**src/rtl/galaksija_pkg.sv**
```systemverilog
// Shared definitions for the Galaksija serial blocks: transmitter FSM encoding
// and framing constants.
package galaksija_pkg;

  typedef enum logic [1:0] {
    ST_IDLE  = 2'd0,
    ST_START = 2'd1,
    ST_DATA  = 2'd2,
    ST_STOP  = 2'd3
  } tx_state_t;

  localparam int unsigned DATA_BITS   = 8;
  localparam logic [31:0] MIN_DIVIDER = 32'd2;

  // Dividers below 2 would give a zero- or one-cycle bit counter wrap; clamp them.
  function automatic logic [31:0] eff_divider(input logic [31:0] d);
    return (d < MIN_DIVIDER) ? MIN_DIVIDER : d;
  endfunction

endpackage

```
**src/rtl/fifo_sync.sv**
```systemverilog
// Single-clock byte FIFO with first-word-fall-through read data.
module fifo_sync #(
  parameter int unsigned AW = 3
) (
  input  logic        clk,
  input  logic        reset,
  input  logic        wr,
  input  logic [7:0]  wdata,
  input  logic        rd,
  output logic [7:0]  rdata,
  output logic [AW:0] level,
  output logic        full,
  output logic        empty
);

  localparam int unsigned DEPTH = 1 << AW;
  localparam logic [AW:0] DEPTH_LVL = DEPTH[AW:0];

  logic [7:0]    mem [DEPTH];
  logic [AW-1:0] wr_ptr;
  logic [AW-1:0] rd_ptr;
  logic [AW:0]   level_q;
  logic          do_wr;
  logic          do_rd;

  // Full/empty come from the registered level, so a write while full is
  // dropped even if a pop happens on the same edge.
  assign full  = (level_q == DEPTH_LVL);
  assign empty = (level_q == '0);
  assign do_wr = wr & ~full;
  assign do_rd = rd & ~empty;
  assign level = level_q;
  assign rdata = mem[rd_ptr];

  always_ff @(posedge clk or posedge reset) begin
    if (reset) begin
      wr_ptr  <= '0;
      rd_ptr  <= '0;
      level_q <= '0;
    end else begin
      if (do_wr) wr_ptr <= wr_ptr + 1'b1;
      if (do_rd) rd_ptr <= rd_ptr + 1'b1;
      case ({do_wr, do_rd})
        2'b10:   level_q <= level_q + 1'b1;
        2'b01:   level_q <= level_q - 1'b1;
        default: level_q <= level_q;
      endcase
    end
  end

  always_ff @(posedge clk) begin
    if (do_wr) mem[wr_ptr] <= wdata;
  end

endmodule

```
**src/rtl/uart_tx.sv**
```systemverilog
// 8N1 serial transmitter: FIFO-fed, LSB first, bit period latched per frame.
module uart_tx
  import galaksija_pkg::*;
#(
  parameter int unsigned FIFO_AW   = 3,
  parameter int unsigned STOP_BITS = 1
) (
  input  logic             clk,
  input  logic             reset,
  input  logic [31:0]      cfg_divider,
  input  logic [7:0]       data,
  input  logic             valid,
  output logic             ready,
  output logic             ser_tx,
  output logic             busy,
  output logic [FIFO_AW:0] fifo_level
);

  tx_state_t   state_q, state_d;
  logic [31:0] baud_q, baud_d;
  logic [31:0] div_q, div_d;
  logic [2:0]  bit_q, bit_d;
  logic [7:0]  shift_q, shift_d;
  logic        tx_q, tx_d;
  logic        pop;
  logic        load;
  logic        baud_end;
  logic [7:0]  head;
  logic        full;
  logic        empty;

  fifo_sync #(.AW(FIFO_AW)) u_fifo (
    .clk   (clk),
    .reset (reset),
    .wr    (valid),
    .wdata (data),
    .rd    (pop),
    .rdata (head),
    .level (fifo_level),
    .full  (full),
    .empty (empty)
  );

  assign ready    = ~full;
  assign busy     = (state_q != ST_IDLE) | ~empty;
  assign ser_tx   = tx_q;
  assign baud_end = (baud_q == div_q - 32'd1);

  always_ff @(posedge clk or posedge reset) begin
    if (reset) begin
      state_q <= ST_IDLE;
      baud_q  <= '0;
      div_q   <= MIN_DIVIDER;
      bit_q   <= '0;
      shift_q <= '0;
      tx_q    <= 1'b1;
    end else begin
      state_q <= state_d;
      baud_q  <= baud_d;
      div_q   <= div_d;
      bit_q   <= bit_d;
      shift_q <= shift_d;
      tx_q    <= tx_d;
    end
  end

  always_comb begin
    state_d = state_q;
    baud_d  = baud_q;
    div_d   = div_q;
    bit_d   = bit_q;
    shift_d = shift_q;
    tx_d    = tx_q;
    load    = 1'b0;
    pop     = 1'b0;
    case (state_q)
      ST_IDLE: begin
        tx_d = 1'b1;
        if (!empty) load = 1'b1;
      end
      ST_START: begin
        if (baud_end) begin
          baud_d  = '0;
          state_d = ST_DATA;
          tx_d    = shift_q[0];
        end else begin
          baud_d = baud_q + 32'd1;
        end
      end
      ST_DATA: begin
        if (baud_end) begin
          baud_d = '0;
          if (bit_q == 3'(DATA_BITS - 1)) begin
            bit_d   = '0;
            state_d = ST_STOP;
            tx_d    = 1'b1;
          end else begin
            bit_d   = bit_q + 3'd1;
            shift_d = {1'b0, shift_q[7:1]};
            tx_d    = shift_q[1];
          end
        end else begin
          baud_d = baud_q + 32'd1;
        end
      end
      ST_STOP: begin
        if (baud_end) begin
          baud_d = '0;
          if (bit_q == 3'(STOP_BITS - 1)) begin
            bit_d = '0;
            // Chain straight into the next start bit when more data is queued.
            if (!empty) begin
              load = 1'b1;
            end else begin
              state_d = ST_IDLE;
              tx_d    = 1'b1;
            end
          end else begin
            bit_d = bit_q + 3'd1;
          end
        end else begin
          baud_d = baud_q + 32'd1;
        end
      end
      default: state_d = ST_IDLE;
    endcase
    if (load) begin
      pop     = 1'b1;
      shift_d = head;
      div_d   = eff_divider(cfg_divider);
      baud_d  = '0;
      bit_d   = '0;
      state_d = ST_START;
      tx_d    = 1'b0;
    end
  end

endmodule

```
**config.mk**
```make
export PLATFORM = sky130hd
export DESIGN_NAME = uart_tx
export DESIGN_NICKNAME = d
export VERILOG_FILES = /design/src/rtl/galaksija_pkg.sv /design/src/rtl/fifo_sync.sv /design/src/rtl/uart_tx.sv
export SDC_FILE = /design/constraint.sdc
export NUM_CORES = 1
export LEC_CHECK = 0
export CAP_MARGIN = 20
export CORE_ASPECT_RATIO = 0.75
export CORE_MARGIN = 3
export CORE_UTILIZATION = 60
export CTS_CLUSTER_DIAMETER = 60
export DETAILED_ROUTE_END_ITERATION = 8
export DONT_BUFFER_PORTS = 1
export GPL_ROUTABILITY_DRIVEN = 0
export GPL_TIMING_DRIVEN = 0
export PLACE_DENSITY = 0.85
export SLEW_MARGIN = 5
export SYNTH_ARGS = -nofsm -noshare
export SYNTH_HDL_FRONTEND = slang
export SYNTH_HIERARCHICAL = 1
export SYNTH_SLANG_ARGS = --single-unit
```
**constraint.sdc**
```tcl
create_clock -name clk -period 6.5 [get_ports clk]
set_input_delay 1.625 -clock clk [delete_from_list [all_inputs] [get_ports clk]]
set_output_delay 1.625 -clock clk [all_outputs]
set_load 0.02 [all_outputs]
```
==> impl_results.md, run 1 <==
* CP most frequent cell: ha_1
* Post-CTS Setup Inserts at 0
* Top Family by Delay on Critical Path: simple AND/OR/NAND/NOR gates
* Total vias in the final route at 6,427
* Post-detailed-placement half-perimeter wirelength at 14,400 um
* Fraction of the cycle the final worst path needs at 93.4%
* Top-level I/O count at 50
* CTS Hold Buffers Added at 0
* Ordered cell list for the critical path: inv_1, ha_1, nor3b_1, nand4_1, o32a_1, a21oi_1, nand4_1, or3_1, o21a_1, buf_6, clkinv_8, buf_6, o41ai_2, inv_1, ha_1, ha_1, or4b_2, o311ai_0, o211ai_1
* RSZ-0062 raised after global routing: no
* Clock Sink Count at 152
* Total number of placement rows at 36
* Hold path start: shift_q[3]
* Final-report hold violation count at 0
* Number of max-capacitance violations reported at 0
* Yosys top cell area share at 26.1%
* Mean instance size in the synthesized netlist at 11.5 um2
* Wire length of the first global-routing pass at 33,300 um
* Maximum VDD drop at 0.169 mV
* Initial standard-cell utilization of the core at 62.6%
* Arrival time at the worst endpoint at 6370 ps
* Clock tree root driver cell: clkbuf_16
* PortBufs at 0
* Final routed wirelength across all metal layers at 20,900 um
* NumNets Final at 800
* Cell accounting for the most synthesized area: dfrtp_1
* Predominant post-synthesis flop cell: dfrtp_1
* Die Wd at 141 um
* Post-Syn Instances at 720
* Worst-margin pin slew at 1030 ps
* Depth of the most critical reg-to-reg path at 19
* GRT Resource Usage Total at 28.5%
* Buffers plus inverters on the worst setup path at 5
* Maximum clock insertion buffer count at 2
* Biggest fanout along the worst timing path at 10
* Ratio of total power to cell area at 261 mW/mm2
* DIE HEIGHT at 108 um
* Most common cell in the netlist: dfrtp_1
* Total clock buffers created by CTS at 17
* Number of H-tree levels at 4
* Sequential share of the synthesized area at 50.0%
* Min cycle time layout at 6070 ps
* Critical path endpoint category: flop
* Post-CTS resize count at 0
* Number of iterations in the first detailed-routing pass at 9
* Clock-pin slew on the worst setup and hold paths at 60 ps
* Ys async rst share at 57.9%
* Die footprint at 0.0152 mm2
* Worst slew margin relative to its limit at 31.1%
* Final routed wire length divided by cell count at 22.5 um
* Worst path slowest cell: nor3b_1
* Data required time at the worst endpoint at 6800 ps
* Number of synthesized register bits at 152
* Final worst clock skew at 12.2 ps
* Ratio of cells with drive above 1 in the final layout at 9.54%
* Static power due to leakage at 3.60 nW
* Number of nets with antenna violations after detailed routing at 0
* Final global-route overflow total at 0
* Start-to-end type of the worst setup path: flop to flop
* Net count after synthesis at 778
* Library cells used by synthesis at 70
* Top cells by area in the synthesized netlist: dfrtp_1 (26%), edfxtp_1 (23%), mux4_1 (5.1%)
* Core Region at 0.0132 mm2
* Worst hold margin at 481 ps
* Source of the worst register-to-register timing path: div_q[0]
* Initial antenna violation count at 2
* Residual DRC count at 0
* Reg2reg end: u_fifo/level[3]
* Number of synthesized flops with an enable pin at 64
* Synthesis-to-finish area growth at 9.83%
* Slowest cell delay on critical path at 860 ps
* Setup-violating endpoint count in the final report at 0
* Number of global-route vias before repair at 6,492
* Mapped Area at 0.00826 mm2
* Outcome: complete, no violations
* Worst-case hold path end point: shift_q[2]
* Count of synthesis-stage warnings from yosys at 6
* HP Class: flop to flop
* Worst reg-to-reg setup slack at 430 ps
* Number of cells traversed by the worst hold path at 1
* Setup TNS at 0 ps
* Final Slew Violations at 0
* Stages on worst setup path at 19
* Largest net degree at the start of global routing at 43
* Routed via count divided by cell count at 6.93
* Most frequent cells after synthesis: dfrtp_1 (86), edfxtp_1 (64), nand2_1 (50), nor2_1 (50), a21oi_1 (31)
* Setup crit start kind: flop
* Number of design-rule violations left by the first detailed-router iteration at 766
* Clock latency of the later-clocked register in the worst-skew pair at 430 ps
* TritonCTS clock tree: done
* Timing-limited maximum frequency at 165 MHz
## area by class of cell
class                           count  area [um2]
Clock buffer                       20         437
Buffer                             38         209
Fill cell                         866        4130
Multi-Input combinational cell    508        3830
Antenna cell                        1        2.50
Sequential cell                   152        4130
Inverter                           22        97.6
Clock inverter                     12         126
Tap cell                          171         214
Timing Repair Buffer                3        30.0
## where the power goes
| group | switching, mW | leakage [nW] | internal (mW) |
|---|---|---|---|
| registers | 0.0868 | 1.68 | 1.10 |
| clock network | 0.388 | 0.268 | 0.563 |
| logic | 0.137 | 1.65 | 0.0950 |
| total | 0.612 | 3.60 | 1.76 |
## logic make-up after synthesis
logic type	count (synthesis)	share of synthesized area, %
AND/OR/NAND/NOR	256	17.1
flip-flops	152	50.0
AO/OA/AOI/OAI	120	9.71
multiplexers	64	11.5
buffers and inverters	60	3.68
XOR/XNOR	53	5.62
adder cells (fa/ha/maj)	15	2.36
## metrics by stage
stage,area (um2),util (%),setup WS (ps),std cells,power [mW]
floorplan,8260,-,1600,720,1.35
global placement,8470,64.2,894,891,1.40
detailed placement,8500,64.4,648,894,1.43
CTS,9070,68.7,627,926,2.37
global route,9070,68.7,237,927,2.45
finish,9070,68.7,431,927,2.37
## worst max path at each step
stage	to	start	slack, ps
after detailed placement	u_fifo/level[3]	div_q[0]	650
after global routing	u_fifo/level[3]	div_q[0]	240
after floorplan	u_fifo/level[3]	div_q[14]	1600
final	u_fifo/level[3]	div_q[0]	430
after global placement	u_fifo/level[3]	div_q[2]	890
after CTS	u_fifo/level[3]	div_q[0]	630
## state kept, by name, summed over array words and instances, names as in the netlist, 3 cells and up
signal and cells:
u_fifo/wr_ptr 3, div_q 32, baud_q 32, u_fifo/rd_ptr 3
u_fifo/level 4, bit_q 3, shift_q 8, u_fifo/mem 64
## routing by layer
metal / global-route usage (%) / part of all wire, % / vias to the layer above
met5: 0 / 0.034 / -
met1: 37.7 / 39 / 3066
li1: - / - / 2760
met2: 43.6 / 44 / 498
met3: 9.95 / 13 / 101
met4: 11.1 / 3.7 / 2
## layout by cell type, fill, tap and decap left out, types with 4 or more instances in the layout
cell type	instances
a22o_1	7
mux2i_1	8
a41oi_1	5
and4_1	4
ha_1	14
o211ai_1	4
buf_2	6
nand4_1	15
clkbuf_16	17
nand2_1	50
mux2_1	27
nor3b_1	4
nor2_1	50
dfrtp_1	86
a21oi_1	31
mux2_2	13
xor2_1	28
a31oi_1	17
nor3_1	17
nor4_1	17
nand3_1	29
o21ai_0	23
mux4_1	16
or4_1	6
buf_6	6
nand2b_1	7
and2_1	13
or3_1	6
inv_1	20
edfxtp_1	64
a211o_1	7
clkbuf_1	27
and3_1	16
xnor2_1	25
Note: power is estimated with default switching activity, not from simulation.
==> run 2, diff against run 1 <==
--- a/config.mk
+++ b/config.mk
@@ -14,7 +14,7 @@
 export DONT_BUFFER_PORTS = 1
 export GPL_ROUTABILITY_DRIVEN = 0
 export GPL_TIMING_DRIVEN = 0
-export PLACE_DENSITY = 0.85
+export PLACE_DENSITY = 0.77
 export SLEW_MARGIN = 5
 export SYNTH_ARGS = -nofsm -noshare
 export SYNTH_HDL_FRONTEND = slang
==> run 2 against run 1 <==
- combinational power about the same
- via count decreased by 5.0%
- die area unchanged
- final area increased by 0.40%
- sequential share of layout area decreased by 0.18 points
- sequential cell count unchanged
- largest power group unchanged
- utilization increased by 0.28 points
- critical endpoint unchanged
- first-iteration DRC count decreased by 29%
- critical path type unchanged
- global-route usage decreased by 1.1 points
- worst setup slack improved by 21 ps
- fmax increased by 0.35%
- non-clock buffer count unchanged
==> impl_results.md, run 2 (synthesis gave the netlist of run 1 again) <==
* Largest net degree at the start of global routing at 42
* Number of nets with antenna violations after detailed routing at 0
* Clock Sink Count at 152
* Number of flip-flops in the largest register at 64
* Die footprint at 0.0152 mm2
* Die Wd at 141 um
* Wire length of the first global-routing pass at 31,900 um
* Fraction of the cycle the final worst path needs at 93.0%
* Initial antenna violation count at 2
* Number of max-capacitance violations reported at 0
* Number of H-tree levels at 4
* Clock latency of the later-clocked register in the worst-skew pair at 430 ps
* Number of global-route vias before repair at 6,021
* DIE HEIGHT at 108 um
* Final-report hold violation count at 0
* Post-CTS resize count at 0
* Clock-pin slew on the worst setup and hold paths at 60 ps
* HP Class: flop to flop
* Worst path slowest cell: nor4_1
* Most common cell after layout, fill and taps aside: dfrtp_1
* Static power due to leakage at 3.62 nW
* Final global-route overflow total at 0
* Timing-limited maximum frequency at 165 MHz
* Setup crit start kind: flop
* Ratio of cells with drive above 1 in the final layout at 9.93%
* Synthesis-to-finish area growth at 10.3%
* Outcome: complete, no violations
* Min cycle time layout at 6050 ps
* Setup-violating endpoint count in the final report at 0
* Start-to-end type of the worst setup path: flop to flop
* Register area at 0.00413 mm2
* Routed via count divided by cell count at 6.58
* Largest register by flop count: u_fifo/mem
* Arrival time at the worst endpoint at 6340 ps
* Maximum VDD drop at 0.241 mV
* Regs by FF count: u_fifo/mem x64, baud_q x32, div_q x32
* CTS Hold Buffers Added at 0
* Top Family by Delay on Critical Path: simple AND/OR/NAND/NOR gates
* Final routed wirelength across all metal layers at 19,800 um
* Setup TNS at 0 ps
* Ratio of total power to cell area at 266 mW/mm2
* Final Slew Violations at 0
* Data required time at the worst endpoint at 6790 ps
* Initial standard-cell utilization of the core at 62.6%
* GRT Resource Usage Total at 27.4%
* Ordered cell list for the critical path: clkbuf_1, nor4_1, nand4_1, or4_1, a21oi_1, o22ai_1, or4_4, o21a_1, buf_6, clkinv_8, buf_6, o41ai_2, inv_1, ha_1, ha_1, or4b_2, o311ai_0, o211ai_1
* RSZ-0062 raised after global routing: no
* TritonCTS clock tree: done
* Residual DRC count at 0
* Final total power at 2.42 mW
* Number of iterations in the first detailed-routing pass at 5
* Worst-margin pin slew at 1050 ps
* Total vias in the final route at 6,107
* Slowest cell delay on critical path at 880 ps
* Total clock buffers created by CTS at 17
* Clock tree root driver cell: clkbuf_16
* Worst slew margin relative to its limit at 29.0%
* Number of design-rule violations left by the first detailed-router iteration at 546
* Biggest fanout along the worst timing path at 10
* PortBufs at 0
* Maximum clock insertion buffer count at 2
* Worst reg-to-reg setup slack at 450 ps
* NumNets Final at 800
* Final worst clock skew at 9.85 ps
* Filler Cells Inserted at 953
* Buffers plus inverters on the worst setup path at 5
* Total area of multi-input combinational cells at 0.00383 mm2
* Final routed wire length divided by cell count at 21.4 um
* Post-CTS Setup Inserts at 0
* Top-level I/O count at 50
* Core Region at 0.0132 mm2
* Post-detailed-placement half-perimeter wirelength at 14,200 um
* Total number of placement rows at 36
* Critical path endpoint category: flop
* Leading cell types in the layout, fill and taps excluded: dfrtp_1 (86), edfxtp_1 (64), nor2_1 (50), nand2_1 (50), a21oi_1 (31)
-- run 2: cell types whose count changed in the layout (fill, tap and decap cells not counted) --
| cell | previous run | this run |
|---|---|---|
| clkinv_1 | 3 | 0 |
| diode_2 | 1 | 2 |
| clkbuf_8 | 0 | 1 |
| bufinv_16 | 2 | 3 |
| clkinv_4 | 2 | 1 |
| clkinv_2 | 1 | 3 |
-- run 2: area by class of cell --
type	count	share of cell area, %
Sequential cell	152	45.3
Antenna cell	2	0.0550
Tap cell	171	2.35
Clock buffer	21	4.95
Buffer	38	2.29
Timing Repair Buffer	3	0.330
Multi-Input combinational cell	508	42.0
Inverter	22	1.07
Clock inverter	11	1.61
-- run 2: worst register-to-register path, stage by stage (launching register included) --
cell and delay, ps:
dfrtp_1 360, clkbuf_1 170, nor4_1 880, nand4_1 490, or4_1 630, a21oi_1 180
o22ai_1 190, or4_4 580, o21a_1 210, buf_6 160, clkinv_8 80, buf_6 150
o41ai_2 110, inv_1 160, ha_1 340, ha_1 350, or4b_2 620, o311ai_0 140
o211ai_1 140
-- run 2: stage by stage --
step	std cells	setup WS [ps]	hold WS [ps]	instance area [um2]	utilization [%]
finish	928	453	484	9100	69.0
global route	926	99.9	523	9100	69.0
CTS	926	598	483	9100	69.0
detailed placement	894	630	463	8500	64.4
global placement	891	880	459	8470	64.2
floorplan	720	1600	450	8260	-
-- run 2: layer usage --
| layer | routed length [um] | track usage, % |
|---|---|---|
| met2 | 8800 | 40.9 |
| met1 | 8870 | 40.4 |
| met5 | 13 | 0 |
| met4 | 312 | 7.95 |
| met3 | 1850 | 6.17 |
-- run 2: worst paths after layout --
kind                            start                to  cells after the start
setup / recovery             div_q[2]   u_fifo/level[3]                     18
hold / removal             shift_q[3]        shift_q[2]                      1
setup reg to reg             div_q[2]   u_fifo/level[3]                     18
hold reg to reg            shift_q[3]        shift_q[2]                      1
max in group asynchronous       reset            ser_tx                      2
min in group asynchronous       reset  u_fifo/wr_ptr[2]                      1
-- run 2: power breakdown --
part	internal (mW)	switching, mW	leakage (nW)
combinational	0.0947	0.138	1.65
sequential	1.10	0.0859	1.68
clock	0.615	0.391	0.288
